### config.mk
export PLATFORM = sky130hd
export DESIGN_NAME = fifo_wr_arbiter
export DESIGN_NICKNAME = d
export VERILOG_FILES = /design/src/rtl/fifo_wr_arbiter.sv
export SDC_FILE = /design/constraint.sdc
export NUM_CORES = 1
export LEC_CHECK = 0
export ABC_AREA = 0
export BUFFER_PORTS_ARGS = -buffer_cell sky130_fd_sc_hd__buf_2
export CAP_MARGIN = 10
export CELL_PAD_IN_SITES_DETAIL_PLACEMENT = 1
export CELL_PAD_IN_SITES_GLOBAL_PLACEMENT = 1
export CORE_AREA = 5 5 54 74
export DETAILED_ROUTE_END_ITERATION = 8
export DIE_AREA = 0 0 59 79
export PLACE_DENSITY = 0.82
export SLEW_MARGIN = 10
export SYNTH_ARGS = -nofsm -noshare
export SYNTH_HDL_FRONTEND = slang
export SYNTH_HIERARCHICAL = 1
export SYNTH_SLANG_ARGS = --single-unit
### constraint.sdc
create_clock -name wclk -period 1.4 [get_ports wclk]
set_input_delay 0.14 -clock wclk [delete_from_list [all_inputs] [get_ports wclk]]
set_output_delay 0.14 -clock wclk [all_outputs]
set_load 0.05 [all_outputs]
### src/rtl/fifo_wr_arbiter.sv
// fifo_wr_arbiter
//   Round-robin packet/burst arbiter that shares the async FIFO's single
//   write port among NUM_REQ requesters in the wclk domain. Each grant lasts
//   until the owner's last beat or MAX_BURST accepted beats, whichever comes
//   first. Every beat is gated by fifo_full, so a beat is never lost or
//   dropped.
//
// Ports
//   wclk, wrst_n           write clock, async active-low reset
//   req_valid/last/data    per-requester beat stream (slice i = requester i)
//   req_ready              per-requester accept; only the owner can be ready
//   fifo_full              registered full flag from write-pointer handler
//   w_en, wdata            FIFO write port (same-cycle mux of owner's beat)
//   grant_id, busy         current owner, valid while busy

module fifo_wr_arbiter_lane (
  input  logic sel_i,
  input  logic busy_i,
  input  logic full_i,
  output logic ready_o
);
  assign ready_o = busy_i & sel_i & ~full_i;
endmodule

module fifo_wr_arbiter #(
  parameter int NUM_REQ    = 4,
  parameter int DATA_WIDTH = 8,
  parameter int MAX_BURST  = 4,
  localparam int GW = (NUM_REQ > 1) ? $clog2(NUM_REQ) : 1,
  localparam int CW = $clog2(MAX_BURST + 1)
) (
  input  logic                          wclk,
  input  logic                          wrst_n,
  input  logic [NUM_REQ-1:0]            req_valid,
  input  logic [NUM_REQ-1:0]            req_last,
  input  logic [NUM_REQ*DATA_WIDTH-1:0] req_data,
  output logic [NUM_REQ-1:0]            req_ready,
  input  logic                          fifo_full,
  output logic                          w_en,
  output logic [DATA_WIDTH-1:0]         wdata,
  output logic [GW-1:0]                 grant_id,
  output logic                          busy
);

  typedef enum logic {IDLE, GRANT} state_e;

  state_e        state_q, state_d;
  logic [GW-1:0] grant_q, grant_d;
  logic [GW-1:0] last_q,  last_d;
  logic [CW-1:0] cnt_q,   cnt_d;

  logic [NUM_REQ-1:0] sel;
  logic               g_valid, g_last;
  logic [GW-1:0]      pick;
  logic               found;

  // Owner decode: one-hot select plus the owner's valid/last/data.
  always_comb begin
    sel     = '0;
    g_valid = 1'b0;
    g_last  = 1'b0;
    wdata   = '0;
    for (int i = 0; i < NUM_REQ; i++) begin
      if (grant_q == GW'(i)) begin
        sel[i]  = 1'b1;
        g_valid = req_valid[i];
        g_last  = req_last[i];
        wdata   = req_data[i*DATA_WIDTH +: DATA_WIDTH];
      end
    end
  end

  assign busy     = (state_q == GRANT);
  assign w_en     = busy & g_valid & ~fifo_full;
  assign grant_id = grant_q;

  for (genvar i = 0; i < NUM_REQ; i++) begin : g_lane
    fifo_wr_arbiter_lane u_lane (
      .sel_i   (sel[i]),
      .busy_i  (busy),
      .full_i  (fifo_full),
      .ready_o (req_ready[i])
    );
  end

  // Round-robin pick: lowest valid index above last_q first, then wrap to
  // the lowest valid index at or below last_q.
  always_comb begin
    found = 1'b0;
    pick  = '0;
    for (int j = 0; j < NUM_REQ; j++) begin
      if (!found && req_valid[j] && (GW'(j) > last_q)) begin
        found = 1'b1;
        pick  = GW'(j);
      end
    end
    for (int j = 0; j < NUM_REQ; j++) begin
      if (!found && req_valid[j] && (GW'(j) <= last_q)) begin
        found = 1'b1;
        pick  = GW'(j);
      end
    end
  end

  always_comb begin
    state_d = state_q;
    grant_d = grant_q;
    last_d  = last_q;
    cnt_d   = cnt_q;
    unique case (state_q)
      IDLE: begin
        if (found) begin
          grant_d = pick;
          cnt_d   = '0;
          state_d = GRANT;
        end
      end
      GRANT: begin
        // Stalls (owner not valid or FIFO full) leave everything untouched.
        if (w_en) begin
          if (g_last || (cnt_q == CW'(MAX_BURST - 1))) begin
            last_d  = grant_q;
            cnt_d   = '0;
            state_d = IDLE;
          end else begin
            cnt_d = cnt_q + CW'(1);
          end
        end
      end
      default: state_d = IDLE;
    endcase
  end

  always_ff @(posedge wclk or negedge wrst_n) begin
    if (!wrst_n) begin
      state_q <= IDLE;
      grant_q <= '0;
      last_q  <= GW'(NUM_REQ - 1);
      cnt_q   <= '0;
    end else begin
      state_q <= state_d;
      grant_q <= grant_d;
      last_q  <= last_d;
      cnt_q   <= cnt_d;
    end
  end

endmodule

==> flow_summary.ini <==
[place]
place_hpwl_um = 2489
dp_worst_setup_slack_ns = -0.1453
place.port_buffers = 58
globalplace.congestion = 0.7657

[timing]
rsz0062_at_grt = true
finalHoldViolations = 0
fin_crit_ns = 1.669
timing.slew.headroom_pct = 74.55
hold_ws_ns = 0.2766
tightest_slew_ns = 0.3782
setup_viol = 19
fmax_ghz = 0.5990
finalClockSkew_ns = 0.006088
post-route-period-util_pct = 119.2
maxSlewViolCount = 0
setup_slack_ns = -0.2694

[grt]
grt_max_degree = 13
first_global_vias = 1016
grt-ovfl-total = 0
antenna_found_initial = 0
grt_pass1_wl_um = 4767
groute.usage.overall_pct = 13.56

[routing]
drt-vias-per-instance = 4.860
vias = 870
wire_per_inst_um = 17.12
dr.pass1.iters = 4
drt-total-wl_um = 3064
antenna_left = 0
drc = 0
drt_iter0_drc = 15

[setup_path]
critPathLaunch = grant_id[0]
cp.required_ns = 1.26
worstSetupEndpointType = primary output
worstSetupStartpointType = flip-flop
r2r_start = grant_id[0]
worstSetupEndpoint = w_en
rr_worst_depth = 5
criticalPathCategory = reg -> out
regToRegSetupSlack_ns = -0.25
critPathArrivalTime_ns = 1.53
critPathMaxFanout = 4
reg2reg_to = last_q[0]

[run_status]
violations = setup timing
outcome = complete, but fails checks

[synthesis]
ys_seq_elements = 8
synth_warnings = 6
syn_area_um2 = 775.7
synth.area.top_cells = mux4_2 29%, dfrtp_1 19%, dfstp_2 6.8%
synth.avg_cell_area_um2 = 11.75
synth_cells = 66
synth_cell_types = 28
yosysSeqAreaShare_pct = 26.13
yosys.area.top_type = mux4_2
synth.top_cell.area_share_pct = 29.03
synth_nets = 111

[floorplanning]
dieArea_mm2 = 0.004661
start_util_pct = 23.40
die_h_um = 79
die_w_um = 59
ios = 59
placementRows = 25
coreArea_mm2 = 0.003316

[clock_network]
cts_sinks = 8
clock-root-buffer = clkbuf_8
cts_max_path_buffers = 2
clk-insertion-delay-late_ns = 0.24
cts_inserted_buffers = 3
cts_max_level = 1
cts_tree = yes
clkTransAtPathRegs_ns = 0.05

[finish]
num-nets-final = 185
antennaDiodeCount = 0
layout_common_cells = 45 x buf_2, 16 x buf_4, 10 x mux4_2, 10 x buf_6, 6 x nor2_1
final_common_cell = buf_2
drive_above_1_share_pct = 74.10
area_growth_pct = 74.03
fin_util_pct = 40.72

[power]
pwr_density_cell_mw_per_mm2 = 2371
ir_drop_v = 0.001025
p_leak_uw = 0.0006653

[run]
drv_cap = 0

[hold_path]
min_path_type = in -> async
cells in the mapped netlist:
master	instances
a21o_1	1
a21oi_1	2
a221oi_1	1
a32o_1	1
and2_1	1
and3b_1	5
buf_1	1
buf_2	2
buf_6	1
dfrtp_1	6
dfstp_2	2
ha_1	2
inv_1	3
mux2_2	1
mux2_4	2
mux4_2	10
nand2_1	3
nand2b_1	3
nand3_1	1
nand3b_4	1
nor2_1	6
nor2_2	1
nor2_4	1
nor2b_1	2
nor4_1	2
o211ai_1	1
o21ai_0	3
o32ai_2	1
per-layer routing:
metal	track usage (%)	vias up	part of all wire (%)	wire, um
li1	-	404	-	-
met1	11.76	430	30	930
met2	28.87	32	62	1895
met3	2.764	4	6.7	205
met4	3.628	0	1.1	33
met5	0	-	0	0
repair_timing:
item	in CTS	in global routing
resized for setup	29	0
setup buffers	6	0
endpoints found under the hold margin	8	0
hold buffers	1	0
endpoints found under the setup margin	19	19
pin swaps	1	0
where the power goes:
part | switching [uW] | internal (uW) | total [uW]
registers | 130 | 359 | 489
logic | 1340 | 1060 | 2410
clock network | 107 | 199 | 306
total | 1580 | 1620 | 3200
area by class of cell:
class	instances	area, um^2
repair buffers	73	483.0
clock buffers	4	45.04
well taps	40	50.05
multi-input cells	51	553.0
flip-flops and latches	8	205.2
inverters	3	13.76
fillers	402	1966
flip-flops by register name, indices dropped and copies added (netlist names):
signal    count
cnt_q         3
last_q        2
busy          1
grant_id      2
how the worst min path moves through the flow:
stage               cells after the start       end  slack [ns]   start
floorplan                               0      busy       -0.16  wrst_n
global placement                        1  cnt_q[0]       -0.02  wrst_n
detailed placement                      1  cnt_q[0]      -0.004  wrst_n
CTS                                     2  cnt_q[1]        0.28  wrst_n
global route                            2  cnt_q[1]        0.32  wrst_n
finish                                  2  cnt_q[1]        0.28  wrst_n
logic make-up after synthesis:
kind of cell | after synthesis | share of synthesized area, %
simple gates | 26 | 21.94
mux | 13 | 34.36
fa+ha+maj | 2 | 3.225
flops | 8 | 26.13
buf+inv | 7 | 4.677
compound gates | 10 | 9.678
metrics by stage:
step           power [uW]  cells  TNS (ns)  instance area [um^2]
2_1_floorplan        2072     66    -4.548                 793.3
3_3_place_gp         2465    168   -0.5774                  1159
3_5_place_dp         2557    168    -1.294                  1159
4_1_cts              3220    179    -3.822                  1350
5_1_grt              3360    179    -4.753                  1350
6_report             3200    179    -3.613                  1350
critical path, cell delays in order, from the launching register on:
cell      delay, ns
dfrtp_2        0.40
mux4_2         0.55
nand3b_4       0.14
inv_4          0.05
buf_8          0.14
(Power assumes the default switching activity.)
